## config.mk

```make
export PLATFORM = sky130hd
export DESIGN_NAME = adder_axi_sequencer
export DESIGN_NICKNAME = d
export VERILOG_FILES = /design/src/rtl/adder_axi_sequencer.sv
export SDC_FILE = /design/constraint.sdc
export NUM_CORES = 1
export LEC_CHECK = 0
export CORE_MARGIN = 1
export CORE_UTILIZATION = 40
export DETAILED_ROUTE_END_ITERATION = 12
export HOLD_SLACK_MARGIN = 0.02
export PLACE_DENSITY = 0.87
export REMOVE_ABC_BUFFERS = 1
export SLEW_MARGIN = 20
export SYNTH_ARGS = -nofsm -noshare
export SYNTH_HDL_FRONTEND = slang
export SYNTH_SLANG_ARGS = --single-unit
```

## constraint.sdc

```tcl
create_clock -name m1_axi_aclk -period 3.2 [get_ports m1_axi_aclk]
set_clock_uncertainty 0.2 [all_clocks]
set_input_delay 0.64 -clock m1_axi_aclk [delete_from_list [all_inputs] [get_ports m1_axi_aclk]]
set_output_delay 0.64 -clock m1_axi_aclk [all_outputs]
set_load 0.1 [all_outputs]
```

## src/rtl/adder_axi_sequencer.sv

```systemverilog
// adder_axi_sequencer
//   AXI4-Lite master that runs one complete add on the adder slave per
//   request. It writes operand A to BASE_ADDR+0 and operand B to +4, then
//   reads the sum from +8 and the overflow flag from +12 (bit 0).
//   If a response is not OKAY, or a phase stalls for TIMEOUT_CYCLES
//   cycles, the operation is abandoned. It still finishes with done, and
//   err is set.
//
// Ports
//   m1_axi_aclk, m1_axi_aresetn : clock, synchronous active-low reset
//   start, op_a, op_b           : request pulse and operands (sampled in IDLE)
//   busy, done                  : in-flight flag, one-cycle completion pulse
//   sum, overflow               : results of the last successful read-back
//   err, err_phase              : abort flag and phase code (1..4, 0 = none)
//   m1_axi_aw*/w*/b*/ar*/r*     : AXI4-Lite master channels
//
// state    | meaning
// ---------+-------------------------------------------------
// S_IDLE   | waiting for start
// S_WR_A   | write op_a to +0 (AW/W in any order, then B)
// S_WR_B   | write op_b to +4
// S_RD_SUM | read +8 into sum
// S_RD_OVF | read +12, bit 0 into overflow
// S_DONE   | done pulse; busy drops on the way back to IDLE

module adder_axi_sequencer #(
   parameter int                    DATA_WIDTH     = 32,
   parameter int                    ADDR_WIDTH     = 8,
   parameter logic [ADDR_WIDTH-1:0] BASE_ADDR      = '0,
   parameter int                    TIMEOUT_CYCLES = 64
) (
   input  logic                    m1_axi_aclk,
   input  logic                    m1_axi_aresetn,
   input  logic                    start,
   input  logic [DATA_WIDTH-1:0]   op_a,
   input  logic [DATA_WIDTH-1:0]   op_b,
   output logic                    busy,
   output logic                    done,
   output logic [DATA_WIDTH-1:0]   sum,
   output logic                    overflow,
   output logic                    err,
   output logic [2:0]              err_phase,
   output logic [ADDR_WIDTH-1:0]   m1_axi_awaddr,
   output logic                    m1_axi_awvalid,
   input  logic                    m1_axi_awready,
   output logic [DATA_WIDTH-1:0]   m1_axi_wdata,
   output logic [DATA_WIDTH/8-1:0] m1_axi_wstrb,
   output logic                    m1_axi_wvalid,
   input  logic                    m1_axi_wready,
   input  logic [1:0]              m1_axi_bresp,
   input  logic                    m1_axi_bvalid,
   output logic                    m1_axi_bready,
   output logic [ADDR_WIDTH-1:0]   m1_axi_araddr,
   output logic                    m1_axi_arvalid,
   input  logic                    m1_axi_arready,
   input  logic [DATA_WIDTH-1:0]   m1_axi_rdata,
   input  logic [1:0]              m1_axi_rresp,
   input  logic                    m1_axi_rvalid,
   output logic                    m1_axi_rready
);

   localparam int TW = $clog2(TIMEOUT_CYCLES);
   localparam logic [TW-1:0] TMR_LOAD = TW'(TIMEOUT_CYCLES - 1);

   // Offsets wrap modulo 2^ADDR_WIDTH through truncation.
   localparam logic [ADDR_WIDTH-1:0] ADDR_A   = BASE_ADDR;
   localparam logic [ADDR_WIDTH-1:0] ADDR_B   = BASE_ADDR + ADDR_WIDTH'(4);
   localparam logic [ADDR_WIDTH-1:0] ADDR_SUM = BASE_ADDR + ADDR_WIDTH'(8);
   localparam logic [ADDR_WIDTH-1:0] ADDR_OVF = BASE_ADDR + ADDR_WIDTH'(12);

   // Encodings 1..4 double as the err_phase codes.
   typedef enum logic [2:0] {
      S_IDLE   = 3'd0,
      S_WR_A   = 3'd1,
      S_WR_B   = 3'd2,
      S_RD_SUM = 3'd3,
      S_RD_OVF = 3'd4,
      S_DONE   = 3'd5
   } state_t;

   state_t                  state;
   logic [DATA_WIDTH-1:0]   b_q;
   logic                    aw_done;
   logic                    w_done;
   logic [TW-1:0]           tmr;

   logic aw_hs, w_hs, b_hs, ar_hs, r_hs;
   logic phase_done, resp_err, abort;

   assign aw_hs = m1_axi_awvalid & m1_axi_awready;
   assign w_hs  = m1_axi_wvalid  & m1_axi_wready;
   assign b_hs  = m1_axi_bvalid  & m1_axi_bready;
   assign ar_hs = m1_axi_arvalid & m1_axi_arready;
   assign r_hs  = m1_axi_rvalid  & m1_axi_rready;

   assign m1_axi_wstrb = '1;

   always_comb begin
      phase_done = 1'b0;
      resp_err   = 1'b0;
      case (state)
         S_WR_A, S_WR_B: begin
            phase_done = b_hs;
            resp_err   = (m1_axi_bresp != 2'b00);
         end
         S_RD_SUM, S_RD_OVF: begin
            phase_done = r_hs;
            resp_err   = (m1_axi_rresp != 2'b00);
         end
         default: ;
      endcase
   end

   // A completing handshake wins over a timer hitting zero on the same edge.
   assign abort = phase_done ? resp_err : (tmr == '0);

   always_ff @(posedge m1_axi_aclk) begin
      if (!m1_axi_aresetn) begin
         state          <= S_IDLE;
         b_q            <= '0;
         aw_done        <= 1'b0;
         w_done         <= 1'b0;
         tmr            <= '0;
         busy           <= 1'b0;
         done           <= 1'b0;
         sum            <= '0;
         overflow       <= 1'b0;
         err            <= 1'b0;
         err_phase      <= 3'd0;
         m1_axi_awaddr  <= '0;
         m1_axi_awvalid <= 1'b0;
         m1_axi_wdata   <= '0;
         m1_axi_wvalid  <= 1'b0;
         m1_axi_bready  <= 1'b0;
         m1_axi_araddr  <= '0;
         m1_axi_arvalid <= 1'b0;
         m1_axi_rready  <= 1'b0;
      end else begin
         done <= 1'b0;
         case (state)
            S_IDLE: begin
               if (start) begin
                  b_q            <= op_b;
                  busy           <= 1'b1;
                  err            <= 1'b0;
                  err_phase      <= 3'd0;
                  m1_axi_awaddr  <= ADDR_A;
                  m1_axi_wdata   <= op_a;
                  m1_axi_awvalid <= 1'b1;
                  m1_axi_wvalid  <= 1'b1;
                  aw_done        <= 1'b0;
                  w_done         <= 1'b0;
                  tmr            <= TMR_LOAD;
                  state          <= S_WR_A;
               end
            end

            S_WR_A, S_WR_B, S_RD_SUM, S_RD_OVF: begin
               if (abort) begin
                  m1_axi_awvalid <= 1'b0;
                  m1_axi_wvalid  <= 1'b0;
                  m1_axi_bready  <= 1'b0;
                  m1_axi_arvalid <= 1'b0;
                  m1_axi_rready  <= 1'b0;
                  err            <= 1'b1;
                  err_phase      <= 3'(state);
                  done           <= 1'b1;
                  state          <= S_DONE;
               end else if (phase_done) begin
                  tmr           <= TMR_LOAD;
                  m1_axi_bready <= 1'b0;
                  m1_axi_rready <= 1'b0;
                  case (state)
                     S_WR_A: begin
                        m1_axi_awaddr  <= ADDR_B;
                        m1_axi_wdata   <= b_q;
                        m1_axi_awvalid <= 1'b1;
                        m1_axi_wvalid  <= 1'b1;
                        aw_done        <= 1'b0;
                        w_done         <= 1'b0;
                        state          <= S_WR_B;
                     end
                     S_WR_B: begin
                        m1_axi_araddr  <= ADDR_SUM;
                        m1_axi_arvalid <= 1'b1;
                        state          <= S_RD_SUM;
                     end
                     S_RD_SUM: begin
                        sum            <= m1_axi_rdata;
                        m1_axi_araddr  <= ADDR_OVF;
                        m1_axi_arvalid <= 1'b1;
                        state          <= S_RD_OVF;
                     end
                     default: begin
                        overflow <= m1_axi_rdata[0];
                        done     <= 1'b1;
                        state    <= S_DONE;
                     end
                  endcase
               end else begin
                  tmr <= tmr - TW'(1);
                  if (state == S_WR_A || state == S_WR_B) begin
                     if (aw_hs) begin
                        m1_axi_awvalid <= 1'b0;
                        aw_done        <= 1'b1;
                     end
                     if (w_hs) begin
                        m1_axi_wvalid <= 1'b0;
                        w_done        <= 1'b1;
                     end
                     // Response is accepted only after both AW and W are through.
                     m1_axi_bready <= (aw_done | aw_hs) & (w_done | w_hs);
                  end else if (ar_hs) begin
                     m1_axi_arvalid <= 1'b0;
                     m1_axi_rready  <= 1'b1;
                  end
               end
            end

            S_DONE: begin
               busy  <= 1'b0;
               state <= S_IDLE;
            end

            default: state <= S_IDLE;
         endcase
      end
   end

endmodule

```

---- Word level (Yosys, flattened, before mapping) ----
Cells that the tools add are included.
operators by class
  bitwise operators ....................... 10
  equality and inequality tests ........... 21
  add/sub/neg operators ................... 1
  reductions and logical operators ........ 32
  muxes and demuxes ....................... 68
operators by type and width
  operator                                       number
  two-way mux 32 bit                             4
  case mux 32 bit (2 select lines)               1
  two-way mux 1 bit                              37
  two-way mux 8 bit                              4
  case mux 8 bit (2 select lines)                2
  two-way mux 6 bit                              3
  != test 3 bit, second input constant           6
  != test 4 bit, second input constant           4
  case mux 1 bit (2 select lines)                8
  AND reduction 4 bit                            4
  two-way mux 3 bit                              5
  AND reduction 5 bit                            3
  case mux 3 bit (2 select lines)                2
  case mux 6 bit (2 select lines)                1
  AND reduction 6 bit                            2
  != test 2 bit, second input constant           5
  AND reduction 2 bit                            5
  nonzero test 2 bit                             5
  case mux 3 bit (3 select lines)                1
  AND reduction 3 bit                            3
  bitwise AND 1 bit                              6
  == test 3 x 2 -> 1 bit, second input constant  2
  == test 3 bit, second input constant           2
  zero test 6 bit                                1
  other kinds (11)                               16
word-level totals
  logic and storage cells ................. 151
  bits of input ports ..................... 108
  output and inout bits ................... 96
  register bits ........................... 135

---- Depth between registers and ports, before layout ----
  depth in word-level cells ............... 6
  mapped depth ............................ 10
  gate-level depth less buffers ........... 7

---- Least setup slack after synthesis ----
Ideal clock, no wire load.
  path type ............................... register to register
  from .................................... register m1_axi_bready
  to ...................................... register sum[13]
  period minus slack after synthesis ...... 3.064 ns
  slack ................................... 0.136 ns
  arrival ................................. 2.744 ns
  setup time .............................. 0.120 ns
  buffers on the path ..................... 2
  data required time ...................... 2.880 ns
  stages on the path, launching flop included .. 9
  path through ............................ dfxtp_1 -> nand2_1 -> or3_1 -> a211o_2 -> or3_1 -> buf_6 -> buf_6 -> mux2i_1 -> nor2b_1
on the way
  word-level cells in the longest chain between the ends .. 5
RTL lines
  what                                 RTL line  RTL
  start, declared                      52        output logic m1_axi_bready,
  start signal, assigned               212       m1_axi_bready <= (aw_done | aw_hs) & (w_done | w_hs);
  bitwise AND 1 bit (*)                92        assign b_hs = m1_axi_bvalid & m1_axi_bready;
  case mux 1 bit (2 select lines) (*)  101       case (state)
  two-way mux 1 bit                    115       assign abort = phase_done ? resp_err : (tmr == '0);
  inverter 1 bit (no line)             n/a
  AND reduction 4 bit (no line) (*)    n/a
  end signal, assigned                 189       sum <= m1_axi_rdata;
  end, declared                        39        output logic [DATA_WIDTH-1:0] sum,
Every way passes the cells marked *; elsewhere a longest branch is shown, timed or not.
A chain may end at the register's enable or synchronous reset.

---- Worst setup path after layout ----
  from .................................... register state[0]
  to ...................................... register m1_axi_wdata[10]
on the way
  word-level cells in the longest chain between the ends .. 6
  elaborated cells on any way between the ends .. 18
  classes of those cells .................. eq/ne (8); mux (4); reduce/logical (6)
RTL lines
  what                                                  RTL line  RTL
  start, declared                                       81        state_t state;
  start signal, assigned                                119       state <= S_IDLE;
  start signal, assigned                                154       state <= S_WR_A;
  start signal, assigned                                168       state <= S_DONE;
  == test 3 x 2 -> 1 bit, or another cell as far along  101, 140
  OR reduction 2 bit                                    101
  case mux 1 bit (2 select lines)                       101
  two-way mux 1 bit                                     115
  != test 2 bit (no line)                               n/a
  AND reduction 5 bit (no line)                         n/a
  end signal, assigned                                  148       m1_axi_wdata <= op_a;
  end signal, assigned                                  176       m1_axi_wdata <= b_q;
  end, declared                                         46        output logic [DATA_WIDTH-1:0] m1_axi_wdata,
Parallel ways exist; a longest one is shown, timed or not.

==> results.yml <==
critical_path:
  cp-startpoint: "state[0]"
  reg2reg_slack_ps: 300
  max_stage_delay_ps: 600
  critPathMaxFanout: 59
  r2r_end: "m1_axi_wdata[10]"
  end_kind: "flop"
  rr_startpoint: "state[0]"
  crit_chain: "xnor2_1 -> or3_1 -> a211o_2 -> a211oi_4 -> buf_12 -> nor2_1 -> a311oi_1"
  start_kind: "flop"
  path_delay_family: "compound AO/OA/AOI/OAI gates"
  crit_type: "reg2reg"
  endpoint: "m1_axi_wdata[10]"
  cp.depth: 7
  cp.required_ps: 3300
  r2r_cells: 7
  worstPathArrival_ps: 3000
  slowest_stage: "dfxtp_1"
  worst-path-buf-inv: 1
layout:
  drive_gt1_frac: 0.1781
  multiInputGateArea_sq_mm: 0.002387
  layout.nets: 911
  post-route-util: 0.6062
  fillerInstances: 1084
  areaGrowthSynthToFinish_pct: 48.48
  register_area_sq_mm: 0.002442
  antenna_cells: 0
cts:
  cts_max_level: 4
  ctsHoldBuffers: 0
  clkLatencyLatePin_ps: 410
  postCtsSetupRepairBufs: 0
  tritoncts: "done"
  clockBufferDepth: 2
  clock-root-buffer: "clkbuf_16"
  clk_pin_slew_ps: 60
  cts_sinks: 122
  numCtsBuffers: 17
  cts_resized: 0
timing:
  hold_slack_ps: 253.6
  clock.fmax_mhz: 344.8
  worst_slack_ps: 300.0
  period_share: 0.9063
  finalCriticalPeriod_ps: 2900
  slew_viol_final: 0
  rsz0062_at_grt: "no"
  setup_viol_count_final: 0
  maxSlewHeadroom: 0.5522
  hold_violations: 0
  tightest_slew_ps: 666.2
  tns_ps: 0
global_route:
  grt-ovfl-total: 0
  grt_max_degree: 60
  antenna_found_initial: 0
  grt_pass1_wl_mm: 22.60
  first_global_vias: 4636
  gr-usage-all-layers: 0.2180
power_and_ir_drop:
  pwr-share-comb: 0.506
  p_int_mw: 4.530
  p_clk_frac: 0.241
  ir_worst_vdd_v: 0.0004860
  netSwitchingFraction: 0.4787
  p_per_area_mw_per_mm2: 1140
  p_switching_mw: 4.159
  p_leak_nw: 3.353
  seq_power_share: 0.253
floorplan:
  row_count: 41
  start_util: 0.4083
  io_pins: 204
  die_area_sq_mm: 0.01328
  chipWidth_um: 115.3
  die_y_um: 115.3
  core-area_sq_mm: 0.01257
synth:
  syn_avg_cell_area_sq_um: 8.330
  ys_warn_count: 0
  synth_cell_types: 44
  ys_seq_elements: 122
  yosysSeqAreaShare: 0.4760
  syn_inst: 616
  synth_area_sq_mm: 0.005131
detailed_routing:
  first_iter_violations: 443
  vias: 4947
  wirelength_mm: 14.48
  wl_per_cell_um: 14.69
  drc: 0
  antenna_left: 0
  viasPerCell: 5.017
  drt_pre_antenna_iters: 5
job:
  cap_violations: 0
place:
  gp_congestion: 0.9420
  io_buffers: 186
  dp_hpwl_mm: 9.864
  dpl_worst_slack_ps: -1.809
status:
  outcome: "completed"
min_path:
  hold_path.class: "reg2reg"
## layer usage
metal  track usage  vias up  wire (um)
met5             0        -          0
met4       0.07446        0        267
met3       0.05640       24        831
met2        0.3695      197       7127
met1        0.2682     2281       6253
li1              -     2445          -
## cells in the final DEF (no fill, tap or decap), types with 3 or more instances in the layout
cell             instances
nand2_1                146
dfxtp_1                122
clkdlybuf4s50_1        107
buf_4                   98
nor2_1                  81
a21oi_1                 49
mux2i_1                 33
a311oi_1                33
conb_1                  17
clkbuf_16               17
o21ai_0                 13
nand3_1                 11
nor3_1                   7
a31oi_1                  7
clkbuf_8                 7
nor2b_1                  6
inv_1                    5
bufinv_16                4
buf_12                   4
clkinv_2                 3
a211oi_1                 3
## cell usage after synthesis, drive strengths merged
master     n  area [sq um]
a21o       1         7.510
or3        3         18.77
and2       1         6.260
nand3     11         55.05
nor2      83         314.1
xnor2      3         26.28
o221ai     1         8.760
inv        5         18.77
and3       2         12.51
a2111oi    1         8.760
a31oi      7         43.79
nand3b     2         15.01
o221a      2         22.52
nor4       1         6.260
and3b      1         8.760
nor2b      6         37.54
mux2i     33         330.3
conb       2         7.510
nor3       9         55.05
a211o      1         10.01
o2111ai    1         8.760
o31ai      1         7.510
o311ai     2         17.52
clkinv     2         7.510
clkbuf    27         101.4
ha         2         25.02
a311oi    33         289.0
or3b       1         8.760
buf       31         255.2
a21boi     1         7.510
o21bai     1         7.510
o21ai     13         65.06
a21oi     49         245.2
a221oi     2         17.52
nand2    146         548.0
o31a       1         8.760
a211oi     4         42.54
nand2b     2         12.51
dfxtp    122          2442
## power by group through the flow
stage	Combinational, mW	Sequential [mW]	Clock [mW]
global placement	4.33	2.20	0
global route	4.69	2.24	2.20
detailed placement	4.38	2.22	0
finish	4.40	2.19	2.10
floorplan	1.53	3.87	0
CTS	4.41	2.19	2.13
## worst reg2reg max path, delay by kind of cell, from the launching register on
kind,cells,cell delay (ps)
flops,1,600
xor+xnor,1,210
buf+inv,1,290
simple gates,2,510
compound gates,3,980
## state kept, by name, indices dropped and copies added, names as in the netlist, 2 cells and up
register	cells
m1_axi_araddr	2
sum	32
state	3
m1_axi_wdata	32
b_q	32
err_phase	3
tmr	6
## area by class of cell
| type | instances | share of cell area |
|---|---|---|
| clock buffer | 26 | 0.06947 |
| clock inverter | 6 | 0.01708 |
| inverter | 7 | 0.003613 |
| multi-input combinational | 444 | 0.3134 |
| sequential | 122 | 0.3206 |
| tap | 172 | 0.02825 |
| timing repair buffer | 209 | 0.2477 |
## stage by stage
stage	instances	power (mW)	cell area, sq um
after floorplan	573	5.396	4831
after global placement	954	6.531	6953
after detailed placement	954	6.603	6953
after CTS	986	8.725	7612
after global routing	986	9.127	7619
final	986	8.689	7619
## how the worst min path moves through the flow
stage	slack, ps	to	from	cells after the start
detailed placement	250	b_q[12]	b_q[12]	2
global route	270	err	err	2
finish	250	b_q[22]	b_q[22]	2
global placement	240	b_q[30]	b_q[30]	2
CTS	250	b_q[12]	b_q[12]	2
floorplan	240	b_q[0]	b_q[0]	2
## kinds of logic after synthesis
kind of cell    after synthesis  synth area share
compound gates              121            0.1595
xor+xnor                      3          0.005122
fa+ha+maj                     2          0.004876
buf+inv                      65           0.07462
flops                       122            0.4760
mux                          33           0.06438
other cells                   2          0.001464
simple gates                268            0.2141
Note: power is estimated with default switching activity, not from simulation.
